File: src/rtl/decode_stage.sv
`default_nettype none
// ============================================================================
// Module      : decode_stage
// Description : Instruction decode with bypassed 32x32 register file,
//               immediate extension and load-use stall detection.
// Revision    : 1.0
// ============================================================================
module decode_stage (
    input  logic        clk,
    input  logic        rst_n,
    input  logic        enable,
    input  logic [31:0] ins_in,
    input  logic        ins_valid,
    input  logic        flush,
    input  logic        wb_en,
    input  logic [4:0]  wb_addr,
    input  logic [31:0] wb_data,
    output logic        stall_out,
    output logic        de_valid,
    output logic [6:0]  de_opcode,
    output logic [4:0]  de_dst,
    output logic [31:0] de_ra,
    output logic [31:0] de_rb,
    output logic [31:0] de_imm,
    output logic        de_we,
    output logic        de_is_load,
    output logic        de_is_store,
    output logic        de_is_branch,
    output logic        de_illegal
);

    localparam logic [6:0] c_OP_ADD  = 7'h00;
    localparam logic [6:0] c_OP_SUB  = 7'h01;
    localparam logic [6:0] c_OP_MUL  = 7'h02;
    localparam logic [6:0] c_OP_LDB  = 7'h10;
    localparam logic [6:0] c_OP_LDW  = 7'h11;
    localparam logic [6:0] c_OP_STB  = 7'h12;
    localparam logic [6:0] c_OP_STW  = 7'h13;
    localparam logic [6:0] c_OP_BEQ  = 7'h30;
    localparam logic [6:0] c_OP_JUMP = 7'h31;

    typedef struct packed {
        logic        valid;
        logic [6:0]  opcode;
        logic [4:0]  dst;
        logic [31:0] ra;
        logic [31:0] rb;
        logic [31:0] imm;
        logic        we;
        logic        is_load;
        logic        is_store;
        logic        is_branch;
        logic        illegal;
    } de_t;

    de_t         de_q, de_d;
    logic [31:0] rf_q [32];
    logic [31:0] rf_d [32];

    logic [6:0]  w_opcode;
    logic [4:0]  w_dst_f, w_src1, w_src2, w_idx2;
    logic        w_use1, w_use2;
    logic [4:0]  w_dst;
    logic [31:0] w_imm;
    logic        w_we, w_ld, w_st, w_br, w_ill;
    logic [31:0] w_rd1, w_rd2;
    logic        w_hazard;

    assign w_opcode = ins_in[31:25];
    assign w_dst_f  = ins_in[24:20];
    assign w_src1   = ins_in[19:15];
    assign w_src2   = ins_in[14:10];

    always_comb begin
        w_use1 = 1'b0;
        w_use2 = 1'b0;
        w_idx2 = w_src2;
        w_dst  = '0;
        w_imm  = '0;
        w_we   = 1'b0;
        w_ld   = 1'b0;
        w_st   = 1'b0;
        w_br   = 1'b0;
        w_ill  = 1'b0;
        case (w_opcode)
            c_OP_ADD, c_OP_SUB, c_OP_MUL: begin
                w_use1 = 1'b1;
                w_use2 = 1'b1;
                w_dst  = w_dst_f;
                w_imm  = {{22{ins_in[9]}}, ins_in[9:0]};
                w_we   = 1'b1;
            end
            c_OP_LDB, c_OP_LDW: begin
                w_use1 = 1'b1;
                w_dst  = w_dst_f;
                w_imm  = {{17{ins_in[14]}}, ins_in[14:0]};
                w_we   = 1'b1;
                w_ld   = 1'b1;
            end
            c_OP_STB, c_OP_STW: begin
                // Store data register lives in the destination field
                w_use1 = 1'b1;
                w_use2 = 1'b1;
                w_idx2 = w_dst_f;
                w_imm  = {{17{ins_in[14]}}, ins_in[14:0]};
                w_st   = 1'b1;
            end
            c_OP_BEQ: begin
                w_use1 = 1'b1;
                w_use2 = 1'b1;
                w_imm  = {{17{ins_in[24]}}, ins_in[24:20], ins_in[9:0]};
                w_br   = 1'b1;
            end
            c_OP_JUMP: begin
                w_imm  = {{17{ins_in[24]}}, ins_in[24:20], ins_in[9:0]};
                w_br   = 1'b1;
            end
            default: w_ill = 1'b1;
        endcase
    end

    always_comb begin
        w_rd1 = '0;
        w_rd2 = '0;
        if (w_use1 && (w_src1 != 5'd0)) begin
            w_rd1 = (wb_en && (wb_addr == w_src1)) ? wb_data : rf_q[w_src1];
        end
        if (w_use2 && (w_idx2 != 5'd0)) begin
            w_rd2 = (wb_en && (wb_addr == w_idx2)) ? wb_data : rf_q[w_idx2];
        end
    end

    assign w_hazard  = (w_use1 && (w_src1 == de_q.dst)) || (w_use2 && (w_idx2 == de_q.dst));
    assign stall_out = ins_valid & de_q.valid & de_q.is_load & (de_q.dst != 5'd0)
                     & w_hazard & ~flush;

    always_comb begin
        de_d = de_q;
        if (enable) begin
            de_d = '0;
            if (!flush && !stall_out && ins_valid) begin
                de_d.valid     = 1'b1;
                de_d.opcode    = w_opcode;
                de_d.dst       = w_dst;
                de_d.ra        = w_rd1;
                de_d.rb        = w_rd2;
                de_d.imm       = w_imm;
                de_d.we        = w_we;
                de_d.is_load   = w_ld;
                de_d.is_store  = w_st;
                de_d.is_branch = w_br;
                de_d.illegal   = w_ill;
            end
        end
    end

    // Register file writes are independent of the pipeline enable
    always_comb begin
        rf_d = rf_q;
        if (wb_en && (wb_addr != 5'd0)) begin
            rf_d[wb_addr] = wb_data;
        end
    end

    always_ff @(posedge clk or negedge rst_n) begin
        if (!rst_n) begin
            de_q <= '0;
            for (int i = 0; i < 32; i++) begin
                rf_q[i] <= '0;
            end
        end else begin
            de_q <= de_d;
            rf_q <= rf_d;
        end
    end

    assign de_valid     = de_q.valid;
    assign de_opcode    = de_q.opcode;
    assign de_dst       = de_q.dst;
    assign de_ra        = de_q.ra;
    assign de_rb        = de_q.rb;
    assign de_imm       = de_q.imm;
    assign de_we        = de_q.we;
    assign de_is_load   = de_q.is_load;
    assign de_is_store  = de_q.is_store;
    assign de_is_branch = de_q.is_branch;
    assign de_illegal   = de_q.illegal;

endmodule
`default_nettype wire
File: config.mk
export PLATFORM = sky130hd
export DESIGN_NAME = decode_stage
export DESIGN_NICKNAME = d
export VERILOG_FILES = /design/src/rtl/decode_stage.sv
export SDC_FILE = /design/constraint.sdc
export NUM_CORES = 2
export LEC_CHECK = 0
export CAP_MARGIN = 20
export CORE_ASPECT_RATIO = 0.6
export CORE_MARGIN = 2
export CORE_UTILIZATION = 54
export CTS_CLUSTER_DIAMETER = 200
export CTS_CLUSTER_SIZE = 10
export DETAILED_ROUTE_END_ITERATION = 8
export GPL_TIMING_DRIVEN = 0
export PLACE_DENSITY = 0.85
export SETUP_SLACK_MARGIN = 0.5
export SLEW_MARGIN = 15
export SYNTH_ARGS = -nofsm -noshare
export SYNTH_HDL_FRONTEND = slang
export SYNTH_SLANG_ARGS = --single-unit
File: constraint.sdc
create_clock -name clk -period 2.4 [get_ports clk]
set_input_delay 0.48 -clock clk [delete_from_list [all_inputs] [get_ports clk]]
set_output_delay 0.48 -clock clk [all_outputs]
set_load 0.02 [all_outputs]
==> metrics.md <==
| Metric | Value |
|---|---|
| Status | `finished, violations left` |
| Failing checks | `DRC, hold timing, setup timing` |
| Max FO, Critical Path | `2` |
| WL/cell | `46.4 microns` |
| Worst Setup Path Type | `flip-flop to output port` |
| TritonCTS clock tree | `yes` |
| Ys async rst share | `1.00` |
| Ys flop type | `dfrtp_1` |
| Leak | `0.0321 uW` |
| Most frequent cells in the layout | `dfrtp_1, mux2_2, nand2_1` |
| Layout cells sized above 1 | `0.447` |
| Mapped Area | `59,700 sq um` |
| Die H | `261 microns` |
| Worst EP required | `roughly 1.9 ns` |
| Peak supply drop | `~750 uV` |
| Seq/Total Area, Yosys | `0.470` |
| # Max-Cap Violations | `0` |
| Final Non-Filler Cells | `6,842` |
| RSZ-0062 raised after global routing | `yes` |
| CTS Sinks | `around 1,100` |
| Distinct cells, synth | `80` |
| Vias in the first global route | `48,700` |
| Die X | `433 microns` |
| Synth Area per Inst | `12.3 sq um` |
| Final net count | `5,386` |
| DP Wirelength | `223 mm` |
| Net Sw Power | `19,400 uW` |
| First-pass DRT Iterations | `9` |
| Cells after Synth | `4,835` |
| Placed cell count | `6,525` |
| Skew-Pair Late Insertion Delay | `0.82 ns` |
| Initial Utilization | `0.544` |
| Vias | `52,900` |
| Tmin final | `3.14 ns` |
| Antenna Nets Post-Route | `0` |
| TritonCTS Buffers | `130` |
| Pwr Density | `790 nW/um^2` |
| Register bit total from synthesis | `approximately 1,100` |
| Layout area overhead | `22.8%` |
| Die footprint | `approximately 110,000 sq um` |
| CP Capture Type | `output port` |
| Post-synth net total | `4,910` |
| Final Skew | `0.0316 ns` |
| Clk buf depth | `3` |
| Worst slew pin tran | `about 1.4 ns` |
| Switching part of the total | `0.335` |
| Site Rows | `94` |
| Yosys warning total | `0` |
| H-tree Lvls | `4` |
| Initial antenna violation count | `41` |
| Overall global routing resource usage | `0.553` |
| Busiest grt layer | `met1` |
| Worst min-delay path category | `primary input to async pin` |
| Final Worst Setup Slack | `-0.745 ns` |
| Met3 Use GR | `0.401` |
| Iter 0 DRT Violations | `between 10,000 and 15,000` |
| Hold Buf Count CTS | `1` |
| EDFF count, synth | `0` |
| Peak Freq | `about 320 MHz` |
| Clock-pin slew on the worst setup and hold paths | `0.07 ns` |
| Relative max-transition margin | `0.0980` |
| Gr ovfl total | `0` |
| Seq pwr share | `0.435` |
| Setup WS pre-CTS | `-3.01 ns` |
| Core Util, Final | `0.669` |
| Fin. max-slew vios | `0` |
| Largest net degree at the start of global routing | `160` |
| Pint | `38,500 uW` |
| DR DRC count | `2` |
| Via density | `7.74` |
| RD Place Congestion | `1.06` |
| Num ports | `190` |
| Input/output buffers | `about 180` |
| Gate power share | `0.246` |
| Hold slack | `-0.402 ns` |
| Hold Violations, Final | `roughly 120` |
| # setup viols final | `98` |
| Commonest non-fill, non-tap cell in the layout | `dfrtp_1` |
| Core Area | `between 100,000 and 150,000 sq um` |
| Tcrit/Tclk final | `1.31` |
| CP startpoint kind | `flip-flop` |
| CTS root buf | `clkbuf_16` |
| Grt met2 use | `0.666` |
| Routed wire length | `317 mm` |
| M1 GR Usage | `0.702` |
| Clock Power Share | `0.319` |
| First-pass GRT wire length | `418 mm` |
| Arrival @ worst endpoint | `2.66 ns` |
## power groups by stage
stage | Combinational [uW] | Clock (uW) | Sequential, uW
after floorplan | 7680 | 0 | 24100
after global placement | 11800 | 0 | 25100
after detailed placement | 12300 | 0 | 25200
after CTS | 13100 | 18100 | 24900
after global routing | 14300 | 18900 | 25400
final | 14200 | 18500 | 25200
## sequential cells by signal, indices dropped and copies added (netlist names)
signal / cells
rf_q: 1024
de_is_load: 1
de_ra: 32
de_imm: 15
de_dst: 5
de_valid: 1
de_illegal: 1
de_we: 1
de_is_branch: 1
de_opcode: 7
de_is_store: 1
de_rb: 32
## metrics by stage
stage,setup TNS (ns),cell area [sq um],power (uW)
2_1_floorplan,-5.58,60500,31800
3_3_place_gp,-,64100,36900
3_5_place_dp,-1404.69,64600,37500
4_1_cts,-29.28,72400,56100
5_1_grt,-42.48,73200,58600
6_report,-43.03,73300,57900
## area by class of cell
type                    instances  area [sq um]
well taps                    1488          1860
repair buffers                344          3820
inverters                      10          41.3
diodes                         28          70.1
flip-flops and latches       1121         28100
fillers                      8057         36300
clock inverters                 9           139
multi-input cells            3169         31400
clock buffers                 138          3410
plain buffers                 535          4530
## metal layers
layer  share of wire  routed length [microns]
met1            0.36                   114000
met2            0.36                   115000
met3            0.20                    65000
met4           0.070                    22200
met5          0.0038                     1210
## worst paths after layout
kind | startpoint | endpoint | slack [ns] | cells past startpoint
max in group asynchronous | rst_n | rf_q[198]$_DFFE_PN0P_ | 0.70 | 3
worst min-delay path | rst_n | de_opcode[1]$_DFFE_PN0P_ | -0.40 | 1
min in group clk | ins_in[27] | de_opcode[2]$_DFFE_PN0P_ | -0.01 | 2
worst max-delay path | de_dst[3]$_DFFE_PN0P_ | stall_out | -0.74 | 7
worst min register to register | de_we$_DFFE_PN0P_ | de_we$_DFFE_PN0P_ | 0.48 | 1
worst max register to register | de_dst[3]$_DFFE_PN0P_ | de_rb[12]$_DFFE_PN0P_ | -0.62 | 12
## logic make-up after synthesis
| kind of cell | share of synthesized area |
|---|---|
| multiplexers | 0.333 |
| flip-flops | 0.470 |
| AND/OR/NAND/NOR | 0.0712 |
| AO/OA/AOI/OAI | 0.0839 |
| buffers and inverters | 0.0390 |
| XOR/XNOR | 0.00264 |
## Yosys cell counts (all sizes together) (4+ instances only)
cell type | instances | area (sq um)
o31ai | 14 | 110
a221oi | 16 | 140
a2111o | 4 | 45.0
a2111oi | 4 | 60.1
nand2 | 716 | 2690
a22o | 41 | 359
mux2i | 133 | 1330
o41ai | 5 | 73.8
a311oi | 8 | 70.1
mux4 | 320 | 7210
inv | 9 | 33.8
nand3b | 6 | 57.6
o311ai | 14 | 123
dfrtp | 1121 | 28100
nand2b | 5 | 31.3
nand3 | 67 | 335
a221o | 53 | 531
nor3b | 7 | 52.6
o22a | 14 | 123
a211oi | 56 | 420
o221ai | 15 | 131
o21ai | 79 | 395
a22oi | 44 | 330
mux2 | 1007 | 11300
a21o | 5 | 37.5
o22ai | 20 | 125
a31o | 13 | 114
a21oi | 134 | 678
buf | 195 | 1010
and3 | 72 | 455
nor4 | 9 | 62.6
nor2 | 59 | 231
clkbuf | 340 | 1280
a31oi | 107 | 676
xnor2 | 9 | 78.8
o2bb2ai | 38 | 333
xor2 | 9 | 78.8
nor3 | 30 | 150
## worst max-delay path, cell delays in order (launching register included)
cell	delay, ns
dfrtp_2	0.42
or4_4	0.55
o2111ai_4	0.22
a311o_1	0.19
nor4_2	0.06
a41oi_2	0.22
nor2_2	0.06
buf_6	0.13
## repair_timing
item                                   4_1_cts  5_1_grt
setup endpoints to repair                 1483     1152
cloned                                      16        3
pin swaps                                   68       32
gates resized for setup                   1036      292
setup buffers                               86       33
endpoints found under the hold margin      121      120
No activity file was read; power rests on OpenSTA's default activity.
